==> config.mk <==
export PLATFORM = sky130hd
export DESIGN_NAME = regfile_wport_arbiter_flat
export DESIGN_NICKNAME = d
export VERILOG_FILES = /design/src/rtl/regfile_wport_arbiter_if.sv /design/src/rtl/regfile_wport_arbiter.sv /design/src/flat_wrapper.sv
export SDC_FILE = /design/constraint.sdc
export NUM_CORES = 1
export LEC_CHECK = 0
export CAP_MARGIN = 40
export CORE_MARGIN = 5
export CORE_UTILIZATION = 40
export CTS_CLUSTER_DIAMETER = 80
export DETAILED_ROUTE_END_ITERATION = 16
export PLACE_DENSITY = 0.76
export SETUP_SLACK_MARGIN = 0.1
export SYNTH_ARGS = -nofsm -noshare
export SYNTH_HDL_FRONTEND = slang
export SYNTH_SLANG_ARGS = --single-unit
export TNS_END_PERCENT = 20
==> constraint.sdc <==
create_clock -name clk -period 2.8 [get_ports clk]
set_clock_uncertainty 0.2 [all_clocks]
set_input_delay 0.28 -clock clk [delete_from_list [all_inputs] [get_ports clk]]
set_output_delay 0.28 -clock clk [all_outputs]
set_load 0.05 [all_outputs]
==> src/rtl/regfile_wport_arbiter_if.sv <==
// Bundle between the pipeline/LLU side and the register-file write-port arbiter.
// The arbiter is the slave; the pipeline and LLU drive the master side.
interface regfile_wport_arbiter_if #(
  parameter int DATA_WIDTH = 32
);
  logic                  wb_valid;
  logic [4:0]            wb_addr;
  logic [DATA_WIDTH-1:0] wb_data;
  logic                  wb_stall;
  logic                  llu_issue_valid;
  logic [4:0]            llu_issue_rd;
  logic                  llu_issue_ready;
  logic                  llu_valid;
  logic [4:0]            llu_addr;
  logic [DATA_WIDTH-1:0] llu_data;
  logic                  llu_ready;
  logic [4:0]            rs1_addr;
  logic [4:0]            rs2_addr;
  logic                  rs_hazard;
  logic                  rf_we;
  logic [4:0]            rf_waddr;
  logic [DATA_WIDTH-1:0] rf_wdata;
  logic [31:0]           busy_vec;

  modport master (
    output wb_valid, wb_addr, wb_data, llu_issue_valid, llu_issue_rd,
           llu_valid, llu_addr, llu_data, rs1_addr, rs2_addr,
    input  wb_stall, llu_issue_ready, llu_ready, rs_hazard,
           rf_we, rf_waddr, rf_wdata, busy_vec
  );

  modport slave (
    input  wb_valid, wb_addr, wb_data, llu_issue_valid, llu_issue_rd,
           llu_valid, llu_addr, llu_data, rs1_addr, rs2_addr,
    output wb_stall, llu_issue_ready, llu_ready, rs_hazard,
           rf_we, rf_waddr, rf_wdata, busy_vec
  );
endinterface

==> src/rtl/regfile_wport_arbiter.sv <==
// Shares the register-file write port between WB and a long-latency unit, with a
// pending-write scoreboard. Define RF_ARB_STARVE_EN to build the LLU anti-starvation counter.
module regfile_wport_arbiter #(
  parameter int DATA_WIDTH   = 32,
  parameter int STARVE_LIMIT = 4
) (
  input logic                    clk,
  input logic                    rst,
  regfile_wport_arbiter_if.slave bus
);

  if (STARVE_LIMIT < 1 || STARVE_LIMIT > 15) begin : g_bad_limit
    $error("STARVE_LIMIT must be in 1..15");
  end

  logic [31:0]           busy_reg;
  logic [31:0]           busy_next;
  logic [31:0]           set_vec;
  logic [31:0]           clr_vec;
  logic                  rf_we_reg;
  logic [4:0]            rf_waddr_reg;
  logic [DATA_WIDTH-1:0] rf_wdata_reg;

  logic wb_conflict;
  logic force_llu;
  logic wb_grant;
  logic llu_ready;
  logic llu_hs;
  logic issue_ready;
  logic issue_hs;

  assign wb_conflict = bus.wb_valid && (bus.wb_addr != 5'd0) && busy_reg[bus.wb_addr];
  assign wb_grant    = bus.wb_valid && !wb_conflict && !force_llu;
  assign llu_ready   = !wb_grant;
  assign llu_hs      = bus.llu_valid && llu_ready;
  assign issue_ready = (bus.llu_issue_rd == 5'd0) || !busy_reg[bus.llu_issue_rd];
  assign issue_hs    = bus.llu_issue_valid && issue_ready;

`ifdef RF_ARB_STARVE_EN
  localparam logic [3:0] STARVE_MAX = 4'(STARVE_LIMIT);
  logic [3:0] starve_cnt_reg;

  always_ff @(posedge clk) begin
    if (rst) begin
      starve_cnt_reg <= 4'd0;
    end else if (!bus.llu_valid || llu_hs) begin
      starve_cnt_reg <= 4'd0;
    end else if (starve_cnt_reg != STARVE_MAX) begin
      starve_cnt_reg <= starve_cnt_reg + 4'd1;
    end
  end

  assign force_llu = (starve_cnt_reg == STARVE_MAX);
`else
  assign force_llu = 1'b0;
`endif

  // x0 is never tracked, so its set/clear strobes are tied off.
  assign set_vec[0] = 1'b0;
  assign clr_vec[0] = 1'b0;
  for (genvar gi = 1; gi < 32; gi++) begin : g_busy
    assign set_vec[gi] = issue_hs && (bus.llu_issue_rd == 5'(gi));
    assign clr_vec[gi] = llu_hs && (bus.llu_addr == 5'(gi));
  end

  // Set applied after clear: an issue always wins over a stray completion to the same rd.
  assign busy_next = (busy_reg & ~clr_vec) | set_vec;

  always_ff @(posedge clk) begin
    if (rst) begin
      busy_reg <= 32'd0;
    end else begin
      busy_reg <= busy_next;
    end
  end

  always_ff @(posedge clk) begin
    if (rst) begin
      rf_we_reg    <= 1'b0;
      rf_waddr_reg <= 5'd0;
      rf_wdata_reg <= '0;
    end else begin
      rf_we_reg <= (wb_grant && (bus.wb_addr != 5'd0)) ||
                   (llu_hs && (bus.llu_addr != 5'd0));
      if (wb_grant) begin
        rf_waddr_reg <= bus.wb_addr;
        rf_wdata_reg <= bus.wb_data;
      end else if (llu_hs) begin
        rf_waddr_reg <= bus.llu_addr;
        rf_wdata_reg <= bus.llu_data;
      end
    end
  end

  assign bus.wb_stall        = bus.wb_valid && !wb_grant;
  assign bus.llu_ready       = llu_ready;
  assign bus.llu_issue_ready = issue_ready;
  assign bus.rs_hazard       = ((bus.rs1_addr != 5'd0) && busy_reg[bus.rs1_addr]) ||
                               ((bus.rs2_addr != 5'd0) && busy_reg[bus.rs2_addr]);
  assign bus.rf_we           = rf_we_reg;
  assign bus.rf_waddr        = rf_waddr_reg;
  assign bus.rf_wdata        = rf_wdata_reg;
  assign bus.busy_vec        = busy_reg;

endmodule

==> src/flat_wrapper.sv <==
// flat-port wrapper written by rule: the top's interface ports become plain ports
module regfile_wport_arbiter_flat 
#(
  parameter int DATA_WIDTH   = 32,
  parameter int STARVE_LIMIT = 4
)
  (clk, rst, bus_wb_valid, bus_wb_addr, bus_wb_data, bus_llu_issue_valid, bus_llu_issue_rd, bus_llu_valid, bus_llu_addr, bus_llu_data, bus_rs1_addr, bus_rs2_addr, bus_wb_stall, bus_llu_issue_ready, bus_llu_ready, bus_rs_hazard, bus_rf_we, bus_rf_waddr, bus_rf_wdata, bus_busy_vec);
  regfile_wport_arbiter_if #(.DATA_WIDTH(DATA_WIDTH)) bus_i ();
  input logic clk;
  input logic rst;
  input wire logic [$bits(bus_i.wb_valid)-1:0] bus_wb_valid;
  input wire logic [$bits(bus_i.wb_addr)-1:0] bus_wb_addr;
  input wire logic [$bits(bus_i.wb_data)-1:0] bus_wb_data;
  input wire logic [$bits(bus_i.llu_issue_valid)-1:0] bus_llu_issue_valid;
  input wire logic [$bits(bus_i.llu_issue_rd)-1:0] bus_llu_issue_rd;
  input wire logic [$bits(bus_i.llu_valid)-1:0] bus_llu_valid;
  input wire logic [$bits(bus_i.llu_addr)-1:0] bus_llu_addr;
  input wire logic [$bits(bus_i.llu_data)-1:0] bus_llu_data;
  input wire logic [$bits(bus_i.rs1_addr)-1:0] bus_rs1_addr;
  input wire logic [$bits(bus_i.rs2_addr)-1:0] bus_rs2_addr;
  output wire logic [$bits(bus_i.wb_stall)-1:0] bus_wb_stall;
  output wire logic [$bits(bus_i.llu_issue_ready)-1:0] bus_llu_issue_ready;
  output wire logic [$bits(bus_i.llu_ready)-1:0] bus_llu_ready;
  output wire logic [$bits(bus_i.rs_hazard)-1:0] bus_rs_hazard;
  output wire logic [$bits(bus_i.rf_we)-1:0] bus_rf_we;
  output wire logic [$bits(bus_i.rf_waddr)-1:0] bus_rf_waddr;
  output wire logic [$bits(bus_i.rf_wdata)-1:0] bus_rf_wdata;
  output wire logic [$bits(bus_i.busy_vec)-1:0] bus_busy_vec;
  assign bus_i.wb_valid = bus_wb_valid;
  assign bus_i.wb_addr = bus_wb_addr;
  assign bus_i.wb_data = bus_wb_data;
  assign bus_i.llu_issue_valid = bus_llu_issue_valid;
  assign bus_i.llu_issue_rd = bus_llu_issue_rd;
  assign bus_i.llu_valid = bus_llu_valid;
  assign bus_i.llu_addr = bus_llu_addr;
  assign bus_i.llu_data = bus_llu_data;
  assign bus_i.rs1_addr = bus_rs1_addr;
  assign bus_i.rs2_addr = bus_rs2_addr;
  assign bus_wb_stall = bus_i.wb_stall;
  assign bus_llu_issue_ready = bus_i.llu_issue_ready;
  assign bus_llu_ready = bus_i.llu_ready;
  assign bus_rs_hazard = bus_i.rs_hazard;
  assign bus_rf_we = bus_i.rf_we;
  assign bus_rf_waddr = bus_i.rf_waddr;
  assign bus_rf_wdata = bus_i.rf_wdata;
  assign bus_busy_vec = bus_i.busy_vec;
  regfile_wport_arbiter #(.DATA_WIDTH(DATA_WIDTH), .STARVE_LIMIT(STARVE_LIMIT)) u_core (.clk(clk), .rst(rst), .bus(bus_i));
endmodule
Word-level counts from Yosys, hierarchy flattened. Index checks and enable logic that the tools add are counted.

$lt $le $gt $ge: 4. Bitwise gates (word level): 3. Reductions and logical operators: 84. Muxes and demuxes: 12. Equal/unequal tests: 62.

Operators by type and width (number): 5-bit equality test (second input constant) (32); 5-bit by 4-bit equality test with 1-bit output (second input constant) (16); 1-bit logical AND (72); 32-bit two-way mux (2); 5-bit by 3-bit equality test with 1-bit output (second input constant) (8); 32-bit AND (1); 32-bit NOT (1); 32-bit OR (1); 5-bit by 6-bit < comparator with 1-bit output (second input constant) (4); 1-bit binary-select mux with 5-bit select (4); 5-bit by 2-bit equality test with 1-bit output (second input constant) (4); 5-bit nonzero test (4); 5-bit by 1-bit equality test with 1-bit output (second input constant) (2); 5-bit two-way mux (2); 5-bit logical NOT (1); 1-bit two-way mux (4); 1-bit logical NOT (3); 1-bit logical OR (3); 2-bit nonzero test (1).

Input port bits: 94. Logic and storage cells: 169. Output and inout port bits: 74. Register bits: 70.

Longest topological paths before layout.
Depth after elaboration: 11. Gate-level depth with buffers: 11. Depth with buffers taken out: 7.

Least setup slack after synthesis. No wires, ideal clock.

Kind: register -> output. Start: reg u_core.busy_reg[31] (netlist: u_core.bus.busy_vec[31]). End: out bus_wb_stall. Stages on the path, launching flop included: 6. Data arrival time: 2.326 ns. Required time: 2.320 ns. Setup slack: -0.006 ns. Path buffers: 0. Cells stage by stage: dfxtp_1 mux2i_1 mux4_2 a22oi_4 o21ai_2 nor2_1.

Longest elaborated chain between the ends: 7.

RTL lines: from (decl) (line regfile_wport_arbiter.sv:16) `logic [31:0] busy_reg;`; from (signal assigned) (line regfile_wport_arbiter.sv:73) `busy_reg <= busy_next;`; 1-bit binary-select mux with 5-bit select (line regfile_wport_arbiter.sv:32) `assign wb_conflict = bus.wb_valid && (bus.wb_addr != 5'd0) && busy_reg[bus.wb_addr];`; 1-bit two-way mux (implied by the code) (line regfile_wport_arbiter.sv:32); 1-bit logical AND (line regfile_wport_arbiter.sv:32); 1-bit logical NOT (line regfile_wport_arbiter.sv:33) `assign wb_grant = bus.wb_valid && !wb_conflict && !force_llu;`; 1-bit logical AND (line regfile_wport_arbiter.sv:33); 1-bit logical NOT (line regfile_wport_arbiter.sv:95) `assign bus.wb_stall = bus.wb_valid && !wb_grant;`; 1-bit logical AND (line regfile_wport_arbiter.sv:95); to (decl) (line flat_wrapper.sv:21) `output wire logic [$bits(bus_i.wb_stall)-1:0] bus_wb_stall;`.

No other way between the ends. The select of a mux whose other input is x is not followed.

Worst setup path after layout.
Start: in bus_wb_addr[2]. End: out bus_llu_ready.

Longest elaborated chain between the ends: 6. Elaborated cells between the ends (all ways): 8. Those cells by class: mux: 2; reduce/logical: 6.

RTL lines: from (decl) (line flat_wrapper.sv:12) `input wire logic [$bits(bus_i.wb_addr)-1:0] bus_wb_addr;`; 1-bit binary-select mux with 5-bit select / 5-bit nonzero test (equally long branches) (line regfile_wport_arbiter.sv:32); 1-bit two-way mux (implied by the code) / 1-bit logical AND (equally long branches) (line regfile_wport_arbiter.sv:32); 1-bit logical AND (*) (line regfile_wport_arbiter.sv:32); 1-bit logical NOT (*) (line regfile_wport_arbiter.sv:33); 1-bit logical AND (*) (line regfile_wport_arbiter.sv:33); 1-bit logical NOT (*) (line regfile_wport_arbiter.sv:34) `assign llu_ready = !wb_grant;`; to (decl) (line flat_wrapper.sv:23) `output wire logic [$bits(bus_i.llu_ready)-1:0] bus_llu_ready;`.

Every way passes the cells marked *; elsewhere a longest branch is shown, timed or not. The select of a mux whose other input is x is not followed.

==> impl_results.md <==
- Status: complete, no violations
- # diodes: 0
- Worst Path Required: 2320 ps
- Clock sinks: 69
- Clock buffer depth: 2
- Initial Util: 40.3%
- Util after Layout: 60.7%
- Detailed Route WL: 17100 microns
- Register area share after synthesis: about 29%
- WS Path Type: in2out
- Dpl hpwl: 12800 microns
- Final period util: 96.4%
- GRT met1 Usage: approximately 28%
- Cell Pwr Density: 436 nW/um^2
- P_int: around 2200 uW
- Port Buffers: between 150 and 200
- Final min period: 2700 ps
- Avg WL per Cell: slightly below 20 microns
- Post-DRT Antenna Nets: 0
- DR vias/cell: roughly 5.8
- Hold_ws: 299 ps
- Htree depth: 3
- I/O pin cnt: ~170
- Routability congestion estimate: between 0.9 and 1
- GRT Residual Overflow: 0
- Most frequent cells in the layout: 156 x clkdlybuf4s50_1, 107 x nand2_1, 67 x dfxtp_1
- Clock Tree Root: clkbuf_16
- First-pass iteration count of the detailed router: 5
- Gr usage total: 23.7%
- Crit start category: primary input
- Hold crit path type: in2reg
- Initial DRC count: 332
- Global routing usage on met3: just under 9%
- CP arrival: roughly 2200 ps
- Via Count: 4985
- Cts-stage hold buffer count: 0
- CP Max Fanout: 6
- Synth Area per Inst: between 8 and 9 sq um
- Maximum clock rate: 371 MHz
- CP Capture Type: primary output
- Fin area: just over 7000 sq um
- Die H: ~120 microns
- P_leak: 0.00281 uW
- Final hold vios: 0
- Synth Warn #: 0
- Synth cell types: between 50 and 60
- Max-cap viol count: 0
- Slew Limit Headroom: between 50 and 60%
- Die area: 14200 sq um
- Vias in the first global route: roughly 5000
- Largest net degree at the start of global routing: 59
- FP Rows: 40
- Worst VDD drop: ~340 uV
- Most used DFF post-synth: dfxtp_1
- RSZ-0062 raised after global routing: yes
- GR peak layer: met2
- Final setup violation count: 0
- Setup TNS: 0 ps
- Synth Cell Area: about 4800 sq um
- Comb pwr share: 30.3%
- Cells after synthesis: between 500 and 600
- CTS tree: yes
- Slew @ Worst Pin: about 660 ps
- Core Footprint: approximately 12000 sq um
- Nets: between 800 and 900
- Clk network pwr share: a little over a third
- Setup WS pre-CTS: -72.9 ps
- Synth-to-Final Area Change: 50.5%
- Worst-Skew Late Latency: around 330 ps
- Sw Share: between 30 and 40%
- Fraction of final layout cells sized beyond drive strength 1: 21.3%
- Syn_nets: approximately 630
- Die W: 119 microns
- Flops & latches, synth: just under 70
- Post-synth EDFFs: 0
- Drt drc: 0
- Max reg flops: 32
- M2 GR Usage: approximately two fifths
- Placed Area: 6820 sq um
- Most common cell after layout, fill and taps aside: clkdlybuf4s50_1
- Sequential power share: 34.7%
- Num CTS Buffers: 9
- Fin worst setup slack: roughly 100 ps
- Async S/R FF share, synth: 0%
- Antenna violations before repair: 0
- Global-route wire length before repair: 26900 microns
- Fin. max-slew vios: 0
- Sw power: around 970 uW
- Clock Pin Slew Worst Setup and Hold Paths: ~50 ps
## per-stage QoR
| stage | total power, uW | std cells |
|---|---|---|
| 6_report | 3140 | 860 |
| 5_1_grt | 3260 | 860 |
| 4_1_cts | 3160 | 860 |
| 3_5_place_dp | 2040 | 843 |
| 3_3_place_gp | 2020 | 843 |
| 2_1_floorplan | 1650 | 533 |
## layout make-up
| class | instances | area [sq um] |
|---|---|---|
| Clock buffer | 13 | 280 |
| Multi-Input combinational cell | 407 | 3110 |
| Clock inverter | 1 | 5.00 |
| Timing Repair Buffer | 212 | 2190 |
| Inverter | 11 | 43.8 |
| Sequential cell | 69 | 1380 |
| Tap cell | 147 | 184 |
| Fill cell | 997 | 4670 |
## Yosys cell counts, drive strengths merged, types with 2 or more instances
cell type	count	share of area (%)
nand3b	2	0.31
o21a	3	0.47
a221oi	5	0.92
nor2b	8	1.0
clkbuf	29	2.3
o31ai	4	0.63
o21ai	24	2.7
nand3	8	0.84
a21oi	24	2.5
a22oi	3	0.76
a22o	4	0.73
mux2	40	9.4
nand2b	3	0.39
nand2	107	8.4
o211ai	6	0.94
mux4	25	12
a211oi	4	0.63
inv	10	0.79
nor3b	4	0.63
or3	2	0.26
mux2i	53	11
nor2	22	1.9
nor3	15	1.8
nand4	5	0.97
a32oi	4	0.89
and3b	2	0.37
dfxtp	69	29
a31oi	13	1.7
a31o	5	0.92
and2	2	0.26
buf	17	3.1
## power by group through the flow
stage / logic [uW] / clock network [uW] / registers, uW
finish: 951 / 1100 / 1090
global route: 1000 / 1160 / 1100
CTS: 950 / 1120 / 1090
detailed placement: 932 / 0 / 1110
global placement: 919 / 0 / 1110
floorplan: 351 / 0 / 1300
## routing by layer
metal  wire length [microns]  up-vias
met5                       0        -
met4                     431        0
met3                    2120       34
met2                    7850      291
met1                    6690     2351
li1                        -     2309
## worst max-delay path, cell delays in order
cell             delay (ps)
clkdlybuf4s50_1         630
mux4_2                  590
a22oi_4                 160
o21ai_2                  80
o21a_2                  220
inv_4                   100
buf_12                  140
## path summary, 6_finish.rpt
path,start,end,slack [ps],depth (start not counted)
setup / recovery,bus_wb_addr[2],bus_llu_ready,100,7
hold / removal,bus_wb_data[19],u_core.bus.rf_wdata[19]$_SDFFE_PP0P_,300,3
setup reg to reg,u_core.bus.busy_vec[24]$_SDFF_PP0_,u_core.bus.rf_wdata[28]$_SDFFE_PP0P_,400,8
hold reg to reg,u_core.bus.rf_waddr[3]$_SDFFE_PP0P_,u_core.bus.rf_waddr[3]$_SDFFE_PP0P_,360,2
## repair_timing
item                                   4_1_cts  5_1_grt
gates resized for setup                     10        7
buffers inserted                             1        0
gates cloned                                 2        0
setup endpoints to repair                    4        9
endpoints found under the hold margin        0        0
pin swaps                                    1        2
## logic make-up after synthesis
group / Yosys count / share of synthesized area [%]
AOI/OAI and AO/OA: 103 / 14.5
muxes: 118 / 32.3
other: 1 / 0.0785
DFF: 69 / 28.9
and+or+nand+nor: 185 / 18.0
buffers and inverters: 57 / 6.26
Note: power is estimated with default switching activity, not from simulation.
